<file path="src/rtl/countdown16_if.sv">
// Control/data bundle for countdown16: commands in, count and status out.
interface countdown16_if;
    logic        load;
    logic [15:0] in;
    logic        start;
    logic        pause;
    logic        abort;
    logic        dec;
    logic        auto_reload;
    logic [15:0] out;
    logic        zero;
    logic        busy;
    logic        done;

    // Driver side (testbench / controlling logic).
    modport master (
        output load, in, start, pause, abort, dec, auto_reload,
        input  out, zero, busy, done
    );

    // Counter side.
    modport slave (
        input  load, in, start, pause, abort, dec, auto_reload,
        output out, zero, busy, done
    );
endinterface

</file>
<file path="src/rtl/countdown16.sv">
// 16-bit countdown timer with pause, abort, single-step decrement and
// optional auto-reload on terminal count.
module countdown16 (
    input  logic          clk,
    input  logic          rst_n,
    countdown16_if.slave  bus
);

    typedef enum logic [1:0] {IDLE, RUN, DONE} state_t;

    state_t      state;
    logic [15:0] cnt;
    logic [15:0] reload_reg;
    logic        done_q;

    assign bus.out  = cnt;
    assign bus.zero = (cnt == 16'h0000);
    assign bus.busy = (state == RUN);
    assign bus.done = done_q;

    // Command priority: abort, then load, then per-state start/dec/decrement.
    // done_q is raised only on entry to DONE, so it is a one-cycle pulse.
    always_ff @(posedge clk or negedge rst_n) begin
        if (!rst_n) begin
            state      <= IDLE;
            cnt        <= 16'h0000;
            reload_reg <= 16'h0000;
            done_q     <= 1'b0;
        end else begin
            done_q <= 1'b0;
            if (bus.abort) begin
                state <= IDLE;
            end else if (bus.load) begin
                cnt        <= bus.in;
                reload_reg <= bus.in;
                case (state)
                    RUN: begin
                        if (bus.in == 16'h0000) begin
                            state  <= DONE;
                            done_q <= 1'b1;
                        end
                    end
                    // Leaving DONE uses the freshly loaded value as reload.
                    DONE: begin
                        if (bus.auto_reload && bus.in != 16'h0000)
                            state <= RUN;
                        else
                            state <= IDLE;
                    end
                    default: ;
                endcase
            end else begin
                case (state)
                    IDLE: begin
                        if (bus.start) begin
                            if (cnt != 16'h0000) begin
                                state <= RUN;
                            end else begin
                                state  <= DONE;
                                done_q <= 1'b1;
                            end
                        end else if (bus.dec) begin
                            cnt <= cnt - 16'h0001;
                        end
                    end
                    RUN: begin
                        if (!bus.pause) begin
                            // Never wrap while running; 0 in RUN just terminates.
                            if (cnt <= 16'h0001) begin
                                cnt    <= 16'h0000;
                                state  <= DONE;
                                done_q <= 1'b1;
                            end else begin
                                cnt <= cnt - 16'h0001;
                            end
                        end
                    end
                    DONE: begin
                        if (bus.auto_reload && reload_reg != 16'h0000) begin
                            cnt   <= reload_reg;
                            state <= RUN;
                        end else begin
                            state <= IDLE;
                        end
                    end
                    default: state <= IDLE;
                endcase
            end
        end
    end

endmodule

</file>
<file path="src/flat_wrapper.sv">
// flat-port wrapper written by rule: the top's interface ports become plain ports
module countdown16_flat 
  (clk, rst_n, bus_load, bus_in, bus_start, bus_pause, bus_abort, bus_dec, bus_auto_reload, bus_out, bus_zero, bus_busy, bus_done);
  countdown16_if bus_i ();
  input  logic clk;
  input  logic rst_n;
  input wire logic [$bits(bus_i.load)-1:0] bus_load;
  input wire logic [$bits(bus_i.in)-1:0] bus_in;
  input wire logic [$bits(bus_i.start)-1:0] bus_start;
  input wire logic [$bits(bus_i.pause)-1:0] bus_pause;
  input wire logic [$bits(bus_i.abort)-1:0] bus_abort;
  input wire logic [$bits(bus_i.dec)-1:0] bus_dec;
  input wire logic [$bits(bus_i.auto_reload)-1:0] bus_auto_reload;
  output wire logic [$bits(bus_i.out)-1:0] bus_out;
  output wire logic [$bits(bus_i.zero)-1:0] bus_zero;
  output wire logic [$bits(bus_i.busy)-1:0] bus_busy;
  output wire logic [$bits(bus_i.done)-1:0] bus_done;
  assign bus_i.load = bus_load;
  assign bus_i.in = bus_in;
  assign bus_i.start = bus_start;
  assign bus_i.pause = bus_pause;
  assign bus_i.abort = bus_abort;
  assign bus_i.dec = bus_dec;
  assign bus_i.auto_reload = bus_auto_reload;
  assign bus_out = bus_i.out;
  assign bus_zero = bus_i.zero;
  assign bus_busy = bus_i.busy;
  assign bus_done = bus_i.done;
  countdown16 u_core (.clk(clk), .rst_n(rst_n), .bus(bus_i));
endmodule
</file>
<file path="config.mk">
export PLATFORM = sky130hd
export DESIGN_NAME = countdown16_flat
export DESIGN_NICKNAME = d
export VERILOG_FILES = /design/src/rtl/countdown16_if.sv /design/src/rtl/countdown16.sv /design/src/flat_wrapper.sv
export SDC_FILE = /design/constraint.sdc
export NUM_CORES = 1
export LEC_CHECK = 0
export BUFFER_PORTS_ARGS = -buffer_cell sky130_fd_sc_hd__buf_2
export CAP_MARGIN = 15
export CORE_MARGIN = 8
export CORE_UTILIZATION = 55
export DETAILED_ROUTE_END_ITERATION = 16
export HOLD_SLACK_MARGIN = 0.08
export PLACE_DENSITY_LB_ADDON = 0.1
export SLEW_MARGIN = 20
export SYNTH_ARGS = -nofsm -noshare
export SYNTH_HDL_FRONTEND = slang
export SYNTH_SLANG_ARGS = --single-unit
</file>
<file path="constraint.sdc">
create_clock -name clk -period 3.2 [get_ports clk]
set_clock_uncertainty 0.15 [all_clocks]
set_input_delay 0.64 -clock clk [delete_from_list [all_inputs] [get_ports clk]]
set_output_delay 0.64 -clock clk [all_outputs]
set_load 0.1 [all_outputs]
</file>
======== Word-level counts from Yosys, hierarchy flattened ========
Index checks and enable logic that the tools add are counted.
storage, ports and cells
  ROM bits ................................ 0
  latch bits .............................. 0
  memories ................................ 0
  register bits ........................... 35
  input bits .............................. 24
  output and inout port bits .............. 19
  logic and storage cells ................. 57
  memory bits (writable) .................. 0
operators by class
  reductions and logical operators ........ 12
  bitwise gates (word level) .............. 1
  eq/ne operators ......................... 11
  multiplexer cells ....................... 27
  shift operators ......................... 0
  $mul .................................... 0
  divide/modulo/power cells ............... 0
  magnitude comparators ................... 1
  add/subtract/negate cells ............... 1
operators with widths
  kind                     count
  $mux W16                 6
  $pmux W16 S3             1
  $reduce_bool A16 Y1      3
  $logic_not A16 Y1        2
  $le A16 B1 Y1 const B    1
  $sub A16 B1 Y16 const B  1
  $mux W2                  7
  $mux W1                  10
  $ne A3 B3 Y1 const B     3
  $ne A4 B3 Y1 const B     2
  $ne A4 B4 Y1 const B     2
  $pmux W2 S3              1
  $reduce_and A6 Y1        1
  $reduce_and A5 Y1        1
  $ne A4 B1 Y1 const B     1
  $pmux W2 S2              1
  $reduce_bool A4 Y1       1
  $ne A3 B2 Y1 const B     1
  $eq A2 B1 Y1 const B     1
  $eq A2 B2 Y1 const B     1
  $logic_and A1 B1 Y1      2
  $logic_not A2 Y1         1
  $pmux W1 S2              1
  $reduce_and A2 Y1        1
  $not A1 Y1               1

======== Depth between registers and ports, before layout ========
Gate-level depths: netlist (run 1).
  depth after elaboration ................. 6
  mapped depth ............................ 10

======== Worst setup path after synthesis (run 1) ========
OpenSTA, ideal clock, no wires.
  path type ............................... reg-to-reg
  start ................................... register u_core.cnt[2] (netlist: u_core.bus.out[2])
  end ..................................... register u_core.state[0]
  buffers on the path ..................... 0
  setup slack ............................. -372 ps
  cell stages (with the launch flop) ...... 6
  arrival time ............................ 3297 ps
  path through ............................ dfrtp_1 -> nor4_1 -> nand4_1 -> nor2_1 -> o311ai_0 -> mux2_2
on the way
  longest elaborated chain between the ends .. 6
  elaborated cells between the ends (all ways) .. 9
RTL lines
  item                                                   line               text
  from (decl)                                            countdown16.sv:12  logic [15:0] cnt;
  from (signal assigned)                                 countdown16.sv:34  cnt <= bus.in;
  from (signal assigned)                                 countdown16.sv:63  cnt <= cnt - 16'h0001;
  from (signal assigned)                                 countdown16.sv:74  cnt <= cnt - 16'h0001;
  branches (longest 6 deep; another with $le A16 B1 Y1)  -
  to (signal assigned)                                   countdown16.sv:32  state <= IDLE;
  to (signal assigned)                                   countdown16.sv:57  state <= RUN;
  to (signal assigned)                                   countdown16.sv:59  state <= DONE;
  to (decl)                                              countdown16.sv:11  state_t state;
Several ways; the timed one is not identified. The select of a mux whose other input is x is not followed.
A chain may end at the register's enable or synchronous reset.

======== Worst setup path after layout (run 1) ========
  start ................................... register u_core.cnt[6] (netlist: u_core.bus.out[6])
  end ..................................... output bus_zero
on the way
  longest elaborated chain between the ends .. 1
RTL lines
  item               line                text
  $logic_not A16 Y1  countdown16.sv:17   assign bus.zero = (cnt == 16'h0000);
  to (decl)          flat_wrapper.sv:15  output wire logic [$bits(bus_i.zero)-1:0] bus_zero;
Every way passes these cells.

==> results of run 1 <==
through the flow:
stage	setup slack, ns	instance area, um^2
floorplan	0.156	2290
global placement	0.581	2550
detailed placement	0.534	2550
CTS	0.415	2650
global route	0.245	2650
finish	0.426	2650
synthesized netlist by cell type, drive strengths merged (2+ instances only):
| master | count |
|---|---|
| and4 | 2 |
| ha | 7 |
| nor3 | 6 |
| inv | 14 |
| o22ai | 6 |
| o21ai | 16 |
| nand2b | 4 |
| a221oi | 15 |
| buf | 4 |
| o311ai | 2 |
| a31oi | 2 |
| o31ai | 12 |
| dfrtp | 35 |
| nand2 | 18 |
| o32ai | 4 |
| nand3 | 2 |
| a21oi | 20 |
| mux2 | 17 |
| nor2 | 18 |
| clkbuf | 12 |
| or4 | 2 |
| or3 | 2 |
| nor4 | 11 |
| a211oi | 3 |
layer usage:
layer | track usage | wire [um]
met5 | 0 | 0
met2 | 0.335 | 3130
met4 | 0.0636 | 114
met3 | 0.0480 | 647
met1 | 0.289 | 2960
cell families after synthesis:
| logic type | synth area share |
|---|---|
| AOI/OAI and AO/OA | 0.270 |
| xor gates and xnor gates | 0.00383 |
| adders and majority gates | 0.0383 |
| buffers and inverters | 0.0514 |
| DFF | 0.383 |
| muxes | 0.0881 |
| and+or+nand+nor | 0.166 |
cell type report:
cell class	count	area, um^2
Fill cell	362	1350
Clock inverter	1	7.51
Multi-Input combinational cell	186	1300
Timing Repair Buffer	49	263
Clock buffer	7	96.3
Sequential cell	35	876
Tap cell	50	62.6
Inverter	14	52.6
power by group through the flow:
stage,Sequential [W],Clock [W],Combinational [W]
after detailed placement,0.000784,0,0.00182
after CTS,0.000775,0.000366,0.00183
final,0.000782,0.000360,0.00186
after global placement,0.000779,0,0.00181
after floorplan,0.00147,0,0.000736
after global routing,0.000801,0.000385,0.00196
critical path, delay by kind of cell, from the launching register on:
kind	cells	cell delay (ns)
buf+inv	1	0.45
flops	1	0.45
simple gates	3	0.81
path summary, 6_finish.rpt:
check / depth (start not counted) / slack, ns / startpoint / end
hold reg to reg: 1 / 0.39 / u_core.reload_reg[8]$_DFFE_PN0P_ / u_core.reload_reg[8]$_DFFE_PN0P_
max in group asynchronous: 1 / 2.12 / rst_n / u_core.reload_reg[14]$_DFFE_PN0P_
min in group clk: 1 / 0.39 / u_core.reload_reg[8]$_DFFE_PN0P_ / u_core.reload_reg[8]$_DFFE_PN0P_
setup reg to reg: 7 / 0.48 / u_core.bus.out[0]$_DFFE_PN0P_ / u_core.bus.out[8]$_DFFE_PN0P_
setup / recovery: 4 / 0.43 / u_core.bus.out[6]$_DFFE_PN0P_ / bus_zero
hold / removal: 1 / 0.28 / rst_n / u_core.reload_reg[3]$_DFFE_PN0P_
==> metrics, run 1 <==
#FFs+latches synth=35; Max clock buf depth=2; # clock sinks=35; fraction of registers with async set/reset=1.00; Seq/Total Area, Yosys=0.383; Vias per Instance=6.68; # rows=23; post-DP HPWL=4770 um; DR pass1 iterations=5; WL/cell=20.0 um; Synth Cell Area=0.00229 mm^2; clock power share=0.120; Hold Vio Cnt, Final=0; final hold slack=0.279 ns; cts hold-fix bufs=0; clk root buf=clkbuf_8; layout cells sized above 1=0.277; largest net degree at the start of global routing=36; Die Ht=80.5 um; CP Class=register to primary output; Tot GR Track Use=0.215; Post-route DRC=0; Pwr Total=0.00300 W; most frequent cells in the layout=42 x buf_2, 35 x dfrtp_1, 20 x a21oi_1; CP Capture Type=primary output; Post-Layout Cell Count=342; number of synthesized flops with an enable pin=0; cell taking the most area after synthesis=dfrtp_1; Ports=43; area grow syn2layout=16.0%; final wirelength=6850 um; TritonCTS buffer count=5; DR vias=2,283; Syn Area/Cell=9.11 um^2; Peak Freq=361 MHz; slowest stage delay, CP=0.45 ns; total core area=0.00400 mm^2; Antenna Violating Nets Remaining=0; Distinct cells, synth=43; initial antenna violation count=0; first-pass GRT wire length=11,100 um; NetSw=0.00178 W; Tmin final=2.77 ns; Post-CTS Setup Inserts=0; area share of the largest cell type after synthesis=0.383; Mapped Cells=251; 1st-iter DRT viols=243; commonest non-fill, non-tap cell in the layout=buf_2; CP arrival=1.98 ns; CP Max Fanout=6; PwrDens=1130 mW/mm^2; clock slew at reported path FFs=0.07 ns; die area=0.00648 mm^2; Placed Cells=334; Final Slew Violations=0; nets=322; predominant post-synthesis flop cell=dfrtp_1; Final GP Congestion=0.908; Syn. warnings=0; Max-Cap Viols=0; slew margin rel.=0.475; grt ovf=0; Gates resized, CTS repair=0; Gate power share=0.619; RSZ-0062 raised after global routing=false; Reg power frac=0.261; Pint=0.00121 W; period utilisation layout=0.867; Final Util=0.663; Die Wd=80.5 um; Hold Crit Class=input pin to async pin; Setup Viol. Count Final=0; CP required=2.41 ns; Diodes inserted=0; top post-synthesis cells by area=dfrtp_1 38%, mux2_2 8.4%, a221oi_1 5.7%; outcome=finished, final reports clean; Port-buffer cells=42; Clk Latency, worst-skew pair=0.29 ns; Setup TNS Final=0 ns; startpoint types=register; Worst path slowest cell=dfrtp_1; CTS tree=built; peak supply drop=0.800 mV; CP Cell Sequence=nor4_2 > nand4_1 > nor2_2 > buf_2; number of H-tree levels=2; initial core utilization=0.572; leakage=1.13 nW; vias in the first global route=2,233; worst-margin pin slew=0.788 ns; syn_nets=282; switching share of power=0.595
(Power assumes the default switching activity.)
==> run 2: changes to the inputs <==
==> constraint.sdc (replaced) <==
create_clock -name clk -period 3.2 [get_ports clk]
set_clock_uncertainty 0.15 [all_clocks]
set_input_delay 0.16 -clock clk [delete_from_list [all_inputs] [get_ports clk]]
set_output_delay 0.16 -clock clk [all_outputs]
set_load 0.1 [all_outputs]
==> metrics, run 2 (synthesis gave the netlist of run 1 again) <==
final setup margin=0.477 ns (+0.0507 ns); layout cells sized above 1=0.260 (-0.0178); CP Capture Type=register; Max-Cap Viols=0 (unchanged); Max clock buf depth=2 (unchanged); 1st-iter DRT viols=310 (+28%); TritonCTS buffer count=5 (unchanged); Die Wd=80.5 um (unchanged); Peak Freq=367 MHz (+1.9%); Hold Vio Cnt, Final=0 (unchanged); initial antenna violation count=0 (unchanged); final wirelength=7110 um (+3.8%); r2r startpoint=u_core.bus.out[0]$_DFFE_PN0P_; Setup Viol. Count Final=0 (unchanged); Hold Path Origin=bus_load; period utilisation layout=0.851 (-0.0158); CP Max Fanout=8 (+2); Final GP Congestion=0.877 (-3.4%); CP arrival=2.74 ns (+0.76 ns); most frequent cells in the layout=42 x buf_2, 35 x dfrtp_1, 20 x a21oi_1; worst slack at placement=0.498 ns (-0.0360 ns); R2R Path End=u_core.bus.out[10]$_DFFE_PN0P_; reg-to-reg setup timing slack=0.48 ns (about the same); startpoint types=register; grt ovf=0 (unchanged); commonest non-fill, non-tap cell in the layout=buf_2; RSZ-0062 raised after global routing=false; nets=342 (+6.2%); Hold Crit Endpoint=u_core.bus.done$_DFF_PN0_; Hold Crit Class=input pin to register; Worst R2R Path Depth=7 (unchanged); PwrDens=1060 mW/mm^2 (-6.5%); DR vias=2,390 (+4.7%); leakage=1.21 nW (+6.9%); Diodes inserted=0 (unchanged); vias in the first global route=2,377 (+6.4%); largest net degree at the start of global routing=36 (unchanged); outcome=finished, final reports clean; first-pass GRT wire length=11,900 um (+6.6%); CP required=3.22 ns (+0.81 ns); peak supply drop=0.783 mV (-2.1%); Die Ht=80.5 um (unchanged); Vias per Instance=6.60 (-1.1%); register area=876 um^2 (unchanged); slew margin rel.=0.461 (-0.0135); # rows=23 (unchanged); number of cells on the worst hold path=4; clock slew at reported path FFs=0.08 ns (about the same); Port-buffer cells=42 (unchanged); post-DP HPWL=4770 um (about the same); Tot GR Track Use=0.228 (+0.0128); area grow syn2layout=23.6%; initial core utilization=0.572 (unchanged); Filler cells=316 (-13%); CTS tree=built; # clock sinks=35 (unchanged); Ports=43 (unchanged); DR pass1 iterations=5 (unchanged); Post-route DRC=0 (unchanged); final hold slack=0.0957 ns (-0.183 ns); CP Class=register to register; Setup TNS Final=0 ns (unchanged); Final Slew Violations=0 (unchanged); clk root buf=clkbuf_8; total core area=0.00400 mm^2 (unchanged); Multi-input gate area=0.00130 mm^2 (unchanged); die area=0.00648 mm^2 (unchanged); Tmin final=2.72 ns (-0.0507 ns); Antenna Violating Nets Remaining=0 (unchanged); Clk Latency, worst-skew pair=0.29 ns (about the same); number of H-tree levels=2 (unchanged); worst-margin pin slew=0.808 ns (+0.0203 ns); WL/cell=19.6 um (-1.9%)
## run 2: how the worst max path moves through the flow
stage                             startpoint                        endpoint  cells after the start
3_3_place_gp   u_core.bus.out[0]$_DFFE_PN0P_  u_core.bus.out[10]$_DFFE_PN0P_                      7
3_5_place_dp   u_core.bus.out[0]$_DFFE_PN0P_  u_core.bus.out[10]$_DFFE_PN0P_                      7
4_1_cts        u_core.bus.out[0]$_DFFE_PN0P_  u_core.bus.out[10]$_DFFE_PN0P_                      7
2_1_floorplan  u_core.bus.out[2]$_DFFE_PN0P_     u_core.state[0]$_DFFE_PN0P_                      5
5_1_grt        u_core.bus.out[0]$_DFFE_PN0P_  u_core.bus.out[14]$_DFFE_PN0P_                      7
6_report       u_core.bus.out[0]$_DFFE_PN0P_  u_core.bus.out[10]$_DFFE_PN0P_                      7
## run 2: through the flow
stage / instances / util / total power (W) / area [um^2]
2_1_floorplan: 251 / - / 0.00220 / 2290
5_1_grt: 362 / 0.707 / 0.00313 / 2830
6_report: 362 / 0.707 / 0.00298 / 2830
4_1_cts: 362 / 0.707 / 0.00296 / 2830
3_3_place_gp: 336 / 0.641 / 0.00260 / 2560
3_5_place_dp: 336 / 0.641 / 0.00262 / 2560
## run 2: repair_timing
| item | CTS | global route |
|---|---|---|
| resized for setup | 0 | 0 |
| hold buffers | 18 | 0 |
| hold endpoints to repair | 58 | 0 |
| setup buffers | 0 | 0 |
## run 2: per-layer routing
| layer | vias to the layer above | share of wire | track usage |
|---|---|---|---|
| li1 | 1087 | - | - |
| met1 | 1123 | 0.40 | 0.294 |
| met2 | 163 | 0.46 | 0.354 |
| met3 | 17 | 0.12 | 0.0558 |
| met4 | 0 | 0.022 | 0.0945 |
| met5 | - | 0 | 0 |
## run 2: layout make-up
type / instances / area share
clock buffers: 7 / 0.0270
clock inverters: 1 / 0.00177
inverters: 14 / 0.0186
multi-input cells: 186 / 0.459
flip-flops and latches: 35 / 0.310
well taps: 50 / 0.0221
repair buffers: 69 / 0.162
## run 2: critical path: stages, from the launching register on
cell and delay, ns:
dfrtp_1 0.43, inv_1 0.12, ha_1 0.24, or4b_4 0.50, or4_1 0.58, o32a_1 0.34, a21oi_1 0.14, o32ai_1 0.10
## run 2: report_power, final
group | switching [W] | internal, W
clock network | 0.000169 | 0.000153
registers | 0.000194 | 0.000585
logic | 0.00143 | 0.000457
total | 0.00179 | 0.00120
